--- src/rtl/io_word_master.sv ---
// io_word_master: serializes word-level core requests (1..DATA_W bits at
// contiguous bit addresses) into one bit-wide IO access per cycle and packs
// read bits back into a word. All outputs decode from state and registers.
module io_word_master #(
    parameter int ADDR_W   = 8,
    parameter int DATA_W   = 24,
    parameter int WR_LIMIT = 35,
    parameter int RD_LIMIT = 75
) (
    input  logic              clk,
    input  logic              rst,
    input  logic              req_valid,
    output logic              req_ready,
    input  logic              req_write,
    input  logic [ADDR_W-1:0] req_addr,
    input  logic [4:0]        req_len,
    input  logic [DATA_W-1:0] req_wdata,
    output logic              resp_valid,
    output logic              resp_err,
    output logic [DATA_W-1:0] resp_rdata,
    output logic              busy,
    output logic              io_en,
    output logic [ADDR_W-1:0] io_addr,
    output logic [DATA_W-1:0] io_wdata,
    input  logic [DATA_W-1:0] io_rdata
);

    typedef enum logic [1:0] {
        IDLE = 2'd0,
        XFER = 2'd1,
        RESP = 2'd2
    } state_t;

    localparam logic [4:0]      MAX_LEN  = 5'(DATA_W);
    localparam logic [ADDR_W:0] WR_END   = (ADDR_W+1)'(WR_LIMIT);
    localparam logic [ADDR_W:0] RD_END   = (ADDR_W+1)'(RD_LIMIT);

    state_t              state;
    state_t              next_state;

    // Request fields latched at acceptance; the requester may change its
    // inputs afterwards.
    logic                wr;
    logic [ADDR_W-1:0]   addr;
    logic [4:0]          len;
    logic [DATA_W-1:0]   wdata;
    logic [DATA_W-1:0]   rdata;
    logic [4:0]          cnt;
    logic                err;

    logic                accept;
    logic                legal;
    logic [ADDR_W:0]     end_addr;
    logic                last_bit;

    // Only bit 0 of the IO read bus carries data.
    logic                unused_rdata;
    assign unused_rdata = ^io_rdata[DATA_W-1:1];

    // End address is one bit wider than the address so a request that runs
    // past the top of the address space is rejected instead of wrapping.
    assign end_addr = {1'b0, req_addr} + (ADDR_W+1)'(req_len) - 1'b1;
    assign legal    = (req_len != 5'd0) && (req_len <= MAX_LEN) &&
                      (req_write ? (end_addr <= WR_END) : (end_addr <= RD_END));
    assign accept   = (state == IDLE) && req_valid;
    assign last_bit = (cnt == len - 5'd1);

    // State register.
    // NOTE: sequential state uses non-blocking assignments so every register
    // samples pre-edge values regardless of block evaluation order.
    always_ff @(posedge clk or posedge rst) begin
        if (rst) begin
            state <= IDLE;
        end else begin
            state <= next_state;
        end
    end

    // Next-state decode and output decode from state and counter.
    // NOTE: every output gets a default first, so no path leaves a signal
    // unassigned and no latch is inferred.
    always_comb begin
        next_state = state;
        req_ready  = 1'b0;
        busy       = 1'b1;
        resp_valid = 1'b0;
        resp_err   = 1'b0;
        resp_rdata = '0;
        io_en      = 1'b0;
        io_addr    = '0;
        io_wdata   = '0;
        unique case (state)
            IDLE: begin
                req_ready = 1'b1;
                busy      = 1'b0;
                if (req_valid) begin
                    next_state = legal ? XFER : RESP;
                end
            end
            XFER: begin
                io_addr = addr + ADDR_W'(cnt);
                if (wr) begin
                    io_en    = 1'b1;
                    io_wdata = {{(DATA_W-1){1'b0}}, wdata[cnt]};
                end
                if (last_bit) begin
                    next_state = RESP;
                end
            end
            RESP: begin
                resp_valid = 1'b1;
                resp_err   = err;
                resp_rdata = rdata;
                next_state = IDLE;
            end
            default: begin
                next_state = IDLE;
            end
        endcase
    end

    // Request latch, bit counter and read-data gather.
    // NOTE: these registers are reset too, so an abort by reset leaves no
    // partial read data or stale error flag behind.
    always_ff @(posedge clk or posedge rst) begin
        if (rst) begin
            wr    <= 1'b0;
            addr  <= '0;
            len   <= '0;
            wdata <= '0;
            rdata <= '0;
            cnt   <= '0;
            err   <= 1'b0;
        end else if (accept) begin
            wr    <= req_write;
            addr  <= req_addr;
            len   <= req_len;
            wdata <= req_wdata;
            rdata <= '0;
            cnt   <= '0;
            err   <= ~legal;
        end else if (state == XFER) begin
            cnt <= cnt + 5'd1;
            if (!wr) begin
                rdata[cnt] <= io_rdata[0];
            end
        end
    end

endmodule

--- config.mk ---
export PLATFORM = sky130hd
export DESIGN_NAME = io_word_master
export DESIGN_NICKNAME = d
export VERILOG_FILES = /design/src/rtl/io_word_master.sv
export SDC_FILE = /design/constraint.sdc
export NUM_CORES = 1
export LEC_CHECK = 0
export CAP_MARGIN = 30
export CORE_MARGIN = 8
export CORE_UTILIZATION = 52
export DETAILED_ROUTE_END_ITERATION = 12
export HOLD_SLACK_MARGIN = 0.15
export PLACE_DENSITY_LB_ADDON = 0.15
export SLEW_MARGIN = 20
export SYNTH_ARGS = -nofsm -noshare
export SYNTH_HDL_FRONTEND = slang
export SYNTH_SLANG_ARGS = --single-unit
--- constraint.sdc ---
create_clock -name clk -period 4 [get_ports clk]
set_clock_uncertainty 0.15 [all_clocks]
set_input_delay 0.6 -clock clk [delete_from_list [all_inputs] [get_ports clk]]
set_output_delay 0.6 -clock clk [all_outputs]
set_load 0.02 [all_outputs]
=== After elaboration in Yosys (flattened, before gate mapping) ===
Index checks and enable logic that the tools add are counted.

* Register bits after elaboration: 70
* Input bits: 65
* Output and inout port bits: 61
* Word-level logic and storage cells: 59

* Add/subtract/negate cells: 5
* $lt $le $gt $ge: 5
* Equality and inequality tests: 6
* Muxes and demuxes: 25
* Bitwise gates (word level): 1
* Reduce and logical (&&, ||, !) cells: 9

{| class="wikitable"
|+ Operator list
! cell !! count
|-
| $mux 24 || 4
|-
| $bwmux 24 || 1
|-
| $mux 1 || 11
|-
| $mux 5 || 2
|-
| $add 8x5->9 || 1
|-
| $le 9x6->1 const B || 1
|-
| $le 9x7->1 const B || 1
|-
| $sub 9x1->9 const B || 1
|-
| $add 8x5->8 || 1
|-
| $mux 8 || 1
|-
| $lt 5x6->1 const B || 1
|-
| $mux 2 || 3
|-
| $add 5x1->5 const B || 1
|-
| $bmux 1 s5 || 1
|-
| $demux 1 s5 || 1
|-
| $eq 5x5->1 || 1
|-
| $ge 5x1->1 const B || 1
|-
| $le 5x5->1 const B || 1
|-
| $reduce_bool 5->1 || 1
|-
| $sub 5x1->5 const B || 1
|-
| $logic_and 1x1->1 || 4
|-
| $ne 2x2->1 const B || 2
|-
| $pmux 2 s2 || 1
|-
| $reduce_and 2->1 || 2
|-
| other kinds (6) || 6
|}

=== Longest topological paths before layout ===
* Depth in word-level cells: 8
* Mapped depth: 11
* Depth with buffers taken out: 11

=== Worst setup path after synthesis ===
OpenSTA, ideal clock, no wires.

* Kind: input-to-reg
* Start: in req_addr[1]
* End: reg err
* Setup time: 0.125 ns
* Arrival time: 2.620 ns
* Required time: 3.725 ns
* Slack: 1.105 ns
* Stages: 11
* Path buffers: 0
* Path through: inv_1 > ha_1 > inv_1 > ha_1 > fa_1 > a211oi_1 > o21bai_1 > a21oi_1 > xor2_1 > nand4_2 > mux2_4

* Word-level cells in the longest chain between the ends: 6
* Elaborated cells between the ends (all ways): 7
* Classes of those cells: 2 x add/sub; 2 x order compare; 1 x mux; 1 x bitwise; 1 x reduce/logical

{| class="wikitable"
|+ Ends and longest elaborated chain
! what !! RTL line !! source
|-
| start: declaration || 15 || <nowiki>input logic [ADDR_W-1:0] req_addr,</nowiki>
|-
| $add 8x5->9 (*) || 62 || <nowiki>assign end_addr = {1'b0, req_addr} + (ADDR_W+1)'(req_len) - 1'b1;</nowiki>
|-
| $sub 9x1->9 (*) || 62 ||
|-
| $le 9x7->1 or $le 9x6->1 (tied branches) || 64 || <nowiki>(req_write ? (end_addr <= WR_END) : (end_addr <= RD_END));</nowiki>
|-
| $mux 1 (*) || 64 ||
|-
| $logic_and 1x1->1 (*) || 63 || <nowiki>assign legal = (req_len != 5'd0) && (req_len <= MAX_LEN) &&</nowiki>
|-
| $not 1->1 (*) || 141 || <nowiki>err <= ~legal;</nowiki>
|-
| end signal: assignment || 141 ||
|-
| end: declaration || 49 || <nowiki>logic err;</nowiki>
|}

Mark *: on every way between the ends. The rest lies on a longest branch, timed or not.
A chain may end at the register's enable or synchronous reset.

=== Worst setup path after layout ===
* Start: reg addr[0]
* End: out io_addr[6]

* Word-level cells in the longest chain between the ends: 2

{| class="wikitable"
|+ Ends and longest elaborated chain
! what !! RTL line !! source
|-
| start: declaration || 44 || <nowiki>logic [ADDR_W-1:0] addr;</nowiki>
|-
| start signal: assignment || 136 || <nowiki>addr <= req_addr;</nowiki>
|-
| $add 8x5->8 || 101 || <nowiki>io_addr = addr + ADDR_W'(cnt);</nowiki>
|-
| $mux 8 || 92 || <nowiki>unique case (state)</nowiki>
|-
| end: declaration || 23 || <nowiki>output logic [ADDR_W-1:0] io_addr,</nowiki>
|}

No other way between the ends.

==> results.md <==
* Worst Hold Class: reg2reg
* Leakage at 2.58 nW
* Nets at 672
* Top-level I/O count at 126
* Fin crit share at 0.898
* Seq/Total Area, Yosys at 0.408
* Power share of the clock group at 0.280
* Sw Pwr at 0.000893 W
* Post-Syn Area per Cell at 8.44 um^2
* Gr usage total at 0.179
* Final setup TNS at 0 ps
* Cts bufs inserted at 9
* Post-place setup slack at 300 ps
* Post-synth top area share at 0.408
* Slew Limit Fails at 0
* Remaining Overflow, GRT at 0
* DRT Pass-1 Iters at 4
* Die Width at 107 um
* CP arrival at 2840 ps
* Hold path start: wdata[10]$_DFFE_PP0P_
* Routed WL at 9970 um
* Core Area at 8090 um^2
* Power per Cell Area at 480 nW/um^2
* Diode count at 0
* Routed WL per cell at 14.4 um
* Net Sw Frac at 0.348
* Outcome: complete, no violations
* First-pass GRT wire length at 16800 um
* Post-CTS setup buffer count at 0
* Reg2reg end: cnt[4]$_DFFE_PP0P_
* Commonest cells after routing, fill and taps aside: nand2_1, clkdlybuf4s50_1, dfrtp_1
* Post_cts resized at 0
* Flop2flop setup slack at 1880 ps
* Gate power share at 0.335
* H-Tree Depth at 3
* Hold path depth at 2
* Hold_buf cts at 0
* Total number of vias at 3530
* Layout cells sized above 1 at 0.0629
* Final WS setup at 408 ps
* WS Path Type: reg2out
* Chip Height at 107 um
* GP Congestion at 0.849
* Via/cell ratio at 5.09
* VDD IR max at 311 uV
* Max_cap viols at 0
* Sequential fraction of design power at 0.385
* Distinct cells, synth at 42
* Minimum clock period at 3590 ps
* Initial antenna violation count at 0
* Initial Utilization at 0.531
* Cell taking the most area after synthesis: dfrtp_1
* CP required at 3250 ps
* Ys Warns at 0
* WHS Endpoint: wdata[10]$_DFFE_PP0P_
* Largest net degree at the start of global routing at 46
* Max Root-Sink Buffers at 2
* Area Overhead vs Synth at 24.5%
* Pint at 0.00167 W
* CTS tree: yes
* Num rows at 33
* Slew Limit Headroom at 0.425
* Slew @ Worst Pin at 861 ps
* Endpoints failing setup at 0
* Fmax at 278 MHz
* Fin. Hold Viols at 0
* Worst r2r src: state[1]$_DFFE_PP0P_
* Synth Register Bits at 70
* CP max FO at 2
* Root buffer cell: clkbuf_8
* Die area at 11400 um^2
* DRT antenna net count at 0
* CP Launch Type: flip-flop
* Port buffer count at 79
* Worst-path clk slew at 90 ps
* DRC at 0
* Clock Sinks at 70
* HPWL Detailed at 7510 um
* Reg2Reg Depth at 5
* Critical Path End Type: primary output
* Most common cell after layout, fill and taps aside: nand2_1
* Latest clock arrival within the worst-skew pair at 350 ps
* Starting DRT DRC Count at 206
* Synth top area cells: dfrtp_1, nand2_1, ha_1
* Synth Instances at 509
* Number of global-route vias before repair at 3589
* Synth Cell Area at 4290 um^2
* # fillers at 703
* RSZ-0062 raised after global routing: no
==> cells by family after synthesis <==
| group | Yosys count | share of synthesized area |
|---|---|---|
| muxes | 19 | 0.0629 |
| xor gates and xnor gates | 15 | 0.0306 |
| other | 1 | 0.000873 |
| and+or+nand+nor | 232 | 0.241 |
| DFF | 70 | 0.408 |
| buffers and inverters | 75 | 0.0862 |
| adders and majority gates | 24 | 0.0734 |
| AOI/OAI and AO/OA | 73 | 0.0970 |
==> per-stage QoR <==
step           instances  total power, W  cell area (um^2)  hold slack (ps)   util
2_1_floorplan        531         0.00161              4380              290      -
5_1_grt              693         0.00273              5350              347  0.661
3_5_place_dp         677         0.00186              5090              311  0.630
3_3_place_gp         677         0.00182              5090              304  0.630
4_1_cts              693         0.00258              5350              333  0.661
6_report             693         0.00257              5350              329  0.661
==> synthesized netlist by cell type <==
master / instances
fa_1: 2
or3_1: 1
mux2_4: 1
and2_1: 31
o211ai_1: 2
a31oi_1: 2
clkbuf_1: 16
o21ba_2: 1
buf_2: 2
a21o_1: 5
o21bai_1: 2
or2_2: 1
xnor2_1: 6
nor3_1: 4
mux2i_1: 12
a21oi_1: 21
nand4_2: 1
dfrtp_1: 70
buf_1: 4
mux4_2: 6
nor3_2: 1
a211oi_1: 1
nand2_1: 130
nand2b_1: 1
nand3b_1: 2
xor2_1: 9
and2_0: 1
buf_4: 23
o2bb2ai_1: 1
nand4_1: 3
ha_1: 22
conb_1: 1
nand3_1: 9
nor3b_1: 3
a211oi_2: 1
a22oi_1: 1
nor2b_1: 6
o21ai_0: 34
inv_1: 30
o31ai_1: 2
or4_1: 1
nor2_1: 37
==> how the worst max path moves through the flow <==
| stage | from | to | slack (ps) | cells past startpoint |
|---|---|---|---|---|
| 2_1_floorplan | req_addr[1] | err$_DFFE_PP0P_ | 1100 | 11 |
| 4_1_cts | addr[0]$_DFFE_PP0P_ | io_addr[6] | 400 | 9 |
| 5_1_grt | cnt[2]$_DFFE_PP0P_ | io_addr[7] | 240 | 7 |
| 6_report | addr[0]$_DFFE_PP0P_ | io_addr[6] | 410 | 9 |
| 3_3_place_gp | req_len[1] | err$_DFFE_PP0P_ | 400 | 12 |
| 3_5_place_dp | req_len[1] | err$_DFFE_PP0P_ | 300 | 12 |
==> power groups by stage <==
stage / sequential (W) / clock, W / combinational, W
finish: 0.000987 / 0.000718 / 0.000861
global route: 0.00101 / 0.000754 / 0.000970
CTS: 0.000989 / 0.000725 / 0.000865
detailed placement: 0.00100 / 0 / 0.000860
global placement: 0.000991 / 0 / 0.000828
floorplan: 0.000973 / 0 / 0.000633
==> worst max-delay path, stage by stage, from the launching register on <==
cell	delay [ps]
dfrtp_1	390
ha_1	230
fa_1	410
a21o_1	180
a21oi_1	180
nor2b_1	80
o21ai_0	200
xor2_1	100
nor2_1	100
clkdlybuf4s50_1	620
==> final cells by class <==
type                    count  area [um^2]  share of cell area
flip-flops and latches     70         1750               0.328
well taps                 105          131              0.0246
multi-input cells         386         2260               0.422
clock inverters             7          128              0.0239
repair buffers             86          843               0.158
inverters                  30          113              0.0211
clock buffers               9          124              0.0232
==> registers in the layout, summed over array words and instances, names as in the netlist <==
register and cells:
len 5, state 2, wr 1, wdata 24
cnt 5, addr 8, rdata 24, err 1
==> routing by layer <==
metal / global-route usage / vias up / share of wire
met5: 0 / - / 0
met4: 0.0583 / 0 / 0.014
met3: 0.0432 / 12 / 0.053
met2: 0.309 / 99 / 0.51
met1: 0.213 / 1661 / 0.42
li1: - / 1758 / -
Power figures use the tool's default switching activity.
